<file path="config.mk">
export PLATFORM = sky130hd
export DESIGN_NAME = seg_scan_ctrl_flat
export DESIGN_NICKNAME = d
export VERILOG_FILES = /design/src/rtl/seg_scan_ctrl_if.sv /design/src/rtl/seg_scan_ctrl.sv /design/src/flat_wrapper.sv
export SDC_FILE = /design/constraint.sdc
export NUM_CORES = 1
export LEC_CHECK = 0
export ABC_AREA = 1
export ABC_CLOCK_PERIOD_IN_PS = 1600
export CAP_MARGIN = 10
export CORE_ASPECT_RATIO = 1.25
export CORE_MARGIN = 8
export CORE_UTILIZATION = 45
export CTS_CLUSTER_DIAMETER = 100
export DETAILED_ROUTE_END_ITERATION = 16
export GPL_ROUTABILITY_DRIVEN = 0
export PLACE_DENSITY = 0.74
export RECOVER_POWER = 50
export SYNTH_ARGS = -nofsm -noshare
export SYNTH_HDL_FRONTEND = slang
export SYNTH_SLANG_ARGS = --single-unit
export TNS_END_PERCENT = 20
</file>
<file path="constraint.sdc">
create_clock -name clk -period 1.6 [get_ports clk]
set_input_delay 0.32 -clock clk [delete_from_list [all_inputs] [get_ports clk]]
set_output_delay 0.32 -clock clk [all_outputs]
set_load 0.03 [all_outputs]
</file>
<file path="src/rtl/seg_scan_ctrl_if.sv">
// Display-content bus of the multiplexed seven-segment scanner: new contents in,
// per-digit drive and status pulses out.
interface seg_scan_ctrl_if;
    logic        load;
    logic [31:0] value;
    logic [7:0]  dp_mask;
    logic        blank_lz;
    logic [7:0]  dig;
    logic [3:0]  num;
    logic        dp_n;
    logic        upd_ack;
    logic        frame_tick;

    modport master (
        output load, value, dp_mask, blank_lz,
        input  dig, num, dp_n, upd_ack, frame_tick
    );

    modport slave (
        input  load, value, dp_mask, blank_lz,
        output dig, num, dp_n, upd_ack, frame_tick
    );
endinterface

</file>
<file path="src/rtl/seg_scan_ctrl.sv">
// Eight-digit multiplexed display scanner with double-buffered contents that
// switch only on frame boundaries, dead-time blanking and leading-zero blanking.
module seg_scan_ctrl #(
    parameter int CLK_DIV = 100000,
    parameter int DEAD    = 1000
) (
    input logic            clk,
    input logic            rst,
    seg_scan_ctrl_if.slave bus
);
    localparam int PW = (CLK_DIV > 1) ? $clog2(CLK_DIV) : 1;
    localparam logic [PW-1:0] LAST   = PW'(CLK_DIV - 1);
    localparam logic [PW-1:0] DEAD_V = PW'(DEAD);

    logic [PW-1:0] pcnt;
    logic [2:0]    idx;
    logic [31:0]   shd_val, act_val;
    logic [7:0]    shd_dp, act_dp;
    logic          shd_blz, act_blz;
    logic          pending;
    logic [7:0]    dig_p1;
    logic [3:0]    num_p1;
    logic          dp_n_p1, upd_ack_p1, frame_tick_p1;

    logic          dwell_end, frame_end, off;
    logic [7:0]    lz_mask;

    // Bit k set when digit k sits in the run of leading zeros (digit 0 never does).
    function automatic logic [7:0] lz_blank_mask(input logic [31:0] v, input logic en);
        logic [7:0] m;
        logic       nz;
        m  = '0;
        nz = 1'b0;
        for (int k = 7; k >= 1; k--) begin
            nz   = nz | (v[4*k +: 4] != 4'd0);
            m[k] = en & ~nz;
        end
        return m;
    endfunction

    always_comb begin
        dwell_end = (pcnt == LAST);
        frame_end = dwell_end && (idx == 3'd7);
        lz_mask   = lz_blank_mask(act_val, act_blz);
        off       = (pcnt < DEAD_V) || lz_mask[idx];
    end

    always_ff @(posedge clk) begin
        if (!rst) begin
            pcnt          <= '0;
            idx           <= '0;
            shd_val       <= '0;
            shd_dp        <= '0;
            shd_blz       <= 1'b0;
            act_val       <= '0;
            act_dp        <= '0;
            act_blz       <= 1'b0;
            pending       <= 1'b0;
            dig_p1        <= 8'hFF;
            num_p1        <= '0;
            dp_n_p1       <= 1'b1;
            upd_ack_p1    <= 1'b0;
            frame_tick_p1 <= 1'b0;
        end else begin
            pcnt <= dwell_end ? '0 : pcnt + PW'(1);
            if (dwell_end)
                idx <= idx + 3'd1;

            if (bus.load) begin
                shd_val <= bus.value;
                shd_dp  <= bus.dp_mask;
                shd_blz <= bus.blank_lz;
            end

            // A load landing on the frame boundary bypasses the shadow set.
            upd_ack_p1 <= 1'b0;
            if (frame_end) begin
                if (bus.load) begin
                    act_val    <= bus.value;
                    act_dp     <= bus.dp_mask;
                    act_blz    <= bus.blank_lz;
                    upd_ack_p1 <= 1'b1;
                end else if (pending) begin
                    act_val    <= shd_val;
                    act_dp     <= shd_dp;
                    act_blz    <= shd_blz;
                    upd_ack_p1 <= 1'b1;
                end
                pending <= 1'b0;
            end else if (bus.load) begin
                pending <= 1'b1;
            end

            // output register stage p1
            frame_tick_p1 <= frame_end;
            dig_p1        <= off ? 8'hFF : ~(8'b1 << idx);
            num_p1        <= act_val[{idx, 2'b00} +: 4];
            dp_n_p1       <= off | ~act_dp[idx];
        end
    end

    assign bus.dig        = dig_p1;
    assign bus.num        = num_p1;
    assign bus.dp_n       = dp_n_p1;
    assign bus.upd_ack    = upd_ack_p1;
    assign bus.frame_tick = frame_tick_p1;
endmodule

</file>
<file path="src/flat_wrapper.sv">
// flat-port wrapper written by rule: the top's interface ports become plain ports
module seg_scan_ctrl_flat 
#(
    parameter int CLK_DIV = 100000,
    parameter int DEAD    = 1000
)
  (clk, rst, bus_load, bus_value, bus_dp_mask, bus_blank_lz, bus_dig, bus_num, bus_dp_n, bus_upd_ack, bus_frame_tick);
  seg_scan_ctrl_if bus_i ();
  input logic clk;
  input logic rst;
  input wire logic [$bits(bus_i.load)-1:0] bus_load;
  input wire logic [$bits(bus_i.value)-1:0] bus_value;
  input wire logic [$bits(bus_i.dp_mask)-1:0] bus_dp_mask;
  input wire logic [$bits(bus_i.blank_lz)-1:0] bus_blank_lz;
  output wire logic [$bits(bus_i.dig)-1:0] bus_dig;
  output wire logic [$bits(bus_i.num)-1:0] bus_num;
  output wire logic [$bits(bus_i.dp_n)-1:0] bus_dp_n;
  output wire logic [$bits(bus_i.upd_ack)-1:0] bus_upd_ack;
  output wire logic [$bits(bus_i.frame_tick)-1:0] bus_frame_tick;
  assign bus_i.load = bus_load;
  assign bus_i.value = bus_value;
  assign bus_i.dp_mask = bus_dp_mask;
  assign bus_i.blank_lz = bus_blank_lz;
  assign bus_dig = bus_i.dig;
  assign bus_num = bus_i.num;
  assign bus_dp_n = bus_i.dp_n;
  assign bus_upd_ack = bus_i.upd_ack;
  assign bus_frame_tick = bus_i.frame_tick;
  seg_scan_ctrl #(.CLK_DIV(CLK_DIV), .DEAD(DEAD)) u_core (.clk(clk), .rst(rst), .bus(bus_i));
endmodule
</file>
==> impl_metrics.csv, run 1 <==
group,metric,value,unit
status,outcome,"completed",
critical_path,worstPathArrival,1.94,ns
logic_synthesis,synth_compound_area_frac,0.0593,
logic_synthesis,avgSynthCellArea,7.78,um^2
critical_path,timing.critical_path.fanout_max,6,
sta,tightest_slew,0.520,ns
global_routing,grt_pass1_vias,4523,
layout,nNetsFinal,796,
logic_synthesis,mux_contribution_to_synthesized_area,0.0787,
layout,final_design_area_no_fill,6780,um^2
job,timing.max_cap.violations,0,
die,floorplan.die_area,15300,um^2
critical_path,nature_of_the_critical_path_endpoint,"flop",
global_routing,antenna_found_initial,0,
sta,min_period_over_period,0.994,
die,boundaryPins,59,
die,core_region_area,11500,um^2
global_routing,globalRouteOverflowTotal,0,
critical_path,critPathSlowestCell,"sky130_fd_sc_hd__dfxtp_2",
sta,max_freq,0.629,GHz
global_routing,grt_max_degree,31,
logic_synthesis,synthArstFlopShare,0,
detailed_routing,dr_vias,4708,
detailed_routing,avgRoutedWirePerCell,14.3,um
clock_tree,tritoncts,"built",
detailed_routing,route.detailed.drc,0,
critical_path,crit_type,"flop to flop",
logic_synthesis,edff_count_synth,0,
detailed_routing,vias_per_cell,5.25,
sta,timing.slew.headroom,0.654,
critical_path,worst_setup_path_endpoint,"u_core.act_dp[5]",
sta,timing.final.ws_setup,0.0102,ns
detailed_routing,postRouteWirelength,12.8,mm
power,power.density_cell_area,1040,nW/um^2
placement,dp_slack,-0.0230,ns
layout,drive_gt1_frac,0.140,
layout,post-route-util,0.592,
logic_synthesis,synthMostInstantiatedCell,"sky130_fd_sc_hd__nor2_1",
logic_synthesis,most_common_library_cells_after_synthesis,"sky130_fd_sc_hd__nor2_1 (164), sky130_fd_sc_hd__dfxtp_1 (118), sky130_fd_sc_hd__nand2_1 (94)",
logic_synthesis,post_synth_and_or_nand_nor_area_fraction,0.313,
clock_tree,clock_latency,0.42,ns
die,die_w,112,um
logic_synthesis,synth.top_cells.by_area,"sky130_fd_sc_hd__dfxtp_1 (45%), sky130_fd_sc_hd__nor2_1 (12%), sky130_fd_sc_hd__mux2i_1 (7.9%)",
critical_path,r2r_cells,11,
logic_synthesis,synth_seq_cells,118,
layout,antenna_cells,0,
logic_synthesis,netlist-cell-type-count,32,
global_routing,globalRouteTotalUtil,0.169,
global_routing,wire_length_of_the_first_global_routing_pass,21.1,mm
die,die_height,136,um
critical_path,worst_path_largest_cell_delay,0.36,ns
sta,skew,0.00499,ns
logic_synthesis,synth_fa_ha_area_frac,0.0168,
die,floorplan.initialDensity,0.455,
logic_synthesis,postSynthCellCount,670,
logic_synthesis,synthFlopType,"sky130_fd_sc_hd__dfxtp_1",
clock_tree,cts.hold.buffers_added,0,
clock_tree,cts_sinks,118,
clock_tree,cts_root_buffer,"sky130_fd_sc_hd__clkbuf_16",
min_path,hp-class,"input port to flop",
detailed_routing,antenna_violating_nets_post_route,0,
logic_synthesis,synthesis.yosys.warnings,0,
critical_path,worst_ep_required_time,1.95,ns
logic_synthesis,synth.net_count,721,
clock_tree,h-tree-depth,4,
sta,rsz0062_at_grt,"true",
detailed_routing,detailedRoute.firstIterationViolations,308,
sta,setup_viol,0,
critical_path,rr_endpoint,"u_core.act_dp[5]",
logic_synthesis,synth_area,5210,um^2
clock_tree,cts_buffers,17,
detailed_routing,drt_pass1_iterations,4,
critical_path,startpoint_type,"flop",
sta,final_hold_viol_count,0,
power,ir_worst_vdd,901,uV
layout,areaGrowthSynthToFinish,30.0,%
placement,port_buffers,58,
sta,slew_violations,0,
clock_tree,clk_pin_slew_worst_paths,0.05,ns
critical_path,worst_setup_path_startpoint,"u_core.pcnt[0]",
logic_synthesis,synthXorXnorAreaFrac,0.00504,
die,placement_rows,44,
power,p_leak,2.81,nW
placement,dp_cells,854,
logic_synthesis,netlist.top_cell.by_area,"sky130_fd_sc_hd__dfxtp_1",
placement,place_area,6020,um^2
logic_synthesis,synth-seq-area-share,0.453,
logic_synthesis,synth_top_family_by_area,"simple AND/OR/NAND/NOR gates",
layout,post_layout_nonfiller_instances,896,
critical_path,crit_path_cell_trace,"ha_4, nand2_4, inv_4, nand2_4, nor2_4, nand4_4, nor2_4, buf_4, clkbuf_16, nor2_1, nor2_1",
logic_synthesis,synthDominantCellAreaShare,0.453,
power,post-layout-total-power,7.05,mW
critical_path,r2r-start,"u_core.pcnt[0]",
placement,dp.final_hpwl,8.93,mm
clock_tree,max-clock-path-buffers,2,
critical_path,reg2reg_setup_slack,0.01,ns
sta,finalWorstPathRequiredPeriod,1.59,ns
## logic make-up after synthesis
kind of cell,Yosys count
XOR/XNOR,3
adder cells (fa/ha/maj),7
buffers and inverters,82
flip-flops,118
AO/OA/AOI/OAI,57
AND/OR/NAND/NOR,362
multiplexers,41
## worst max-delay path, delay by kind of cell, from the launching register on
kind / cells / cell delay (ns)
and+or+nand+nor: 7 / 0.64
DFF: 1 / 0.36
buffers and inverters: 3 / 0.38
adders and majority gates: 1 / 0.15
## registers in the layout (all words and copies together), names as in the netlist
| signal | count |
|---|---|
| u_core.act_blz | 1 |
| u_core.act_dp | 8 |
| u_core.act_val | 32 |
| u_core.bus.dig | 8 |
| u_core.bus.dp_n | 1 |
| u_core.bus.frame_tick | 1 |
| u_core.bus.num | 4 |
| u_core.bus.upd_ack | 1 |
| u_core.idx | 3 |
| u_core.pcnt | 17 |
| u_core.pending | 1 |
| u_core.shd_blz | 1 |
| u_core.shd_dp | 8 |
| u_core.shd_val | 32 |
## per-layer routing
| layer | GRT usage | part of all wire |
|---|---|---|
| met1 | 0.195 | 0.42 |
| met2 | 0.285 | 0.51 |
| met3 | 0.0520 | 0.048 |
| met4 | 0.0736 | 0.022 |
| met5 | 0 | 0 |
## power breakdown
| group | internal, mW | switching (mW) | total, mW |
|---|---|---|---|
| Clock | 2.27 | 1.35 | 3.62 |
| Combinational | 0.197 | 0.200 | 0.397 |
| Sequential | 3.01 | 0.0245 | 3.03 |
| Total | 5.47 | 1.58 | 7.05 |
## cell usage in the layout, fill, tap and decap left out, drive strengths merged, types with 2 or more instances in the layout
cell             n
bufinv           2
o21ai           24
clkbuf          23
a31oi            2
nor2           171
clkinv           9
mux2i           41
nand4           49
inv             39
buf             35
nand3           31
dfxtp          118
a21oi           27
nor3            10
dlygate4sd2     15
clkdlybuf4s50   41
ha               7
o211ai           3
clkinvlp         5
xor2             2
and3             2
nand2           97
## worst min path at each step
| stage | cells after the start | from | end | slack (ns) |
|---|---|---|---|---|
| floorplan | 1 | u_core.pcnt[0] | u_core.pcnt[0] | 0.42 |
| global placement | 1 | u_core.pcnt[0] | u_core.pcnt[0] | 0.43 |
| detailed placement | 1 | u_core.pcnt[0] | u_core.pcnt[0] | 0.44 |
| CTS | 3 | bus_load | u_core.bus.upd_ack | 0.35 |
| global route | 3 | bus_load | u_core.bus.upd_ack | 0.36 |
| finish | 3 | bus_load | u_core.bus.upd_ack | 0.36 |
## stage by stage
stage,setup TNS [ns],hold slack [ns]
after floorplan,0,0.417
final,0,0.356
after global routing,-1.90,0.359
after detailed placement,-0.0715,0.442
after global placement,0,0.428
after CTS,-0.00241,0.354
## area by class of cell
type	instances	area [um^2]
clock buffer	18	429
clock inverter	14	136
sequential	118	2370
fill	1008	4670
multi-input combinational	470	2520
tap	138	173
timing repair buffer	97	991
inverter	41	156
## what timing repair did
item / 4_1_cts / 5_1_grt
setup buffers: 0 / 6
setup endpoints to repair: 16 / 68
gates cloned: 0 / 4
resized for setup: 15 / 25
pin swaps: 0 / 9
(Power assumes the default switching activity.)
==> run 2: changes to the inputs <==
ABC_CLOCK_PERIOD_IN_PS = default   (was 1600)
GPL_ROUTABILITY_DRIVEN = default   (was 0)
==> results of run 2 <==
No change in the layout: final DEF, timing and power equal those of run 1.
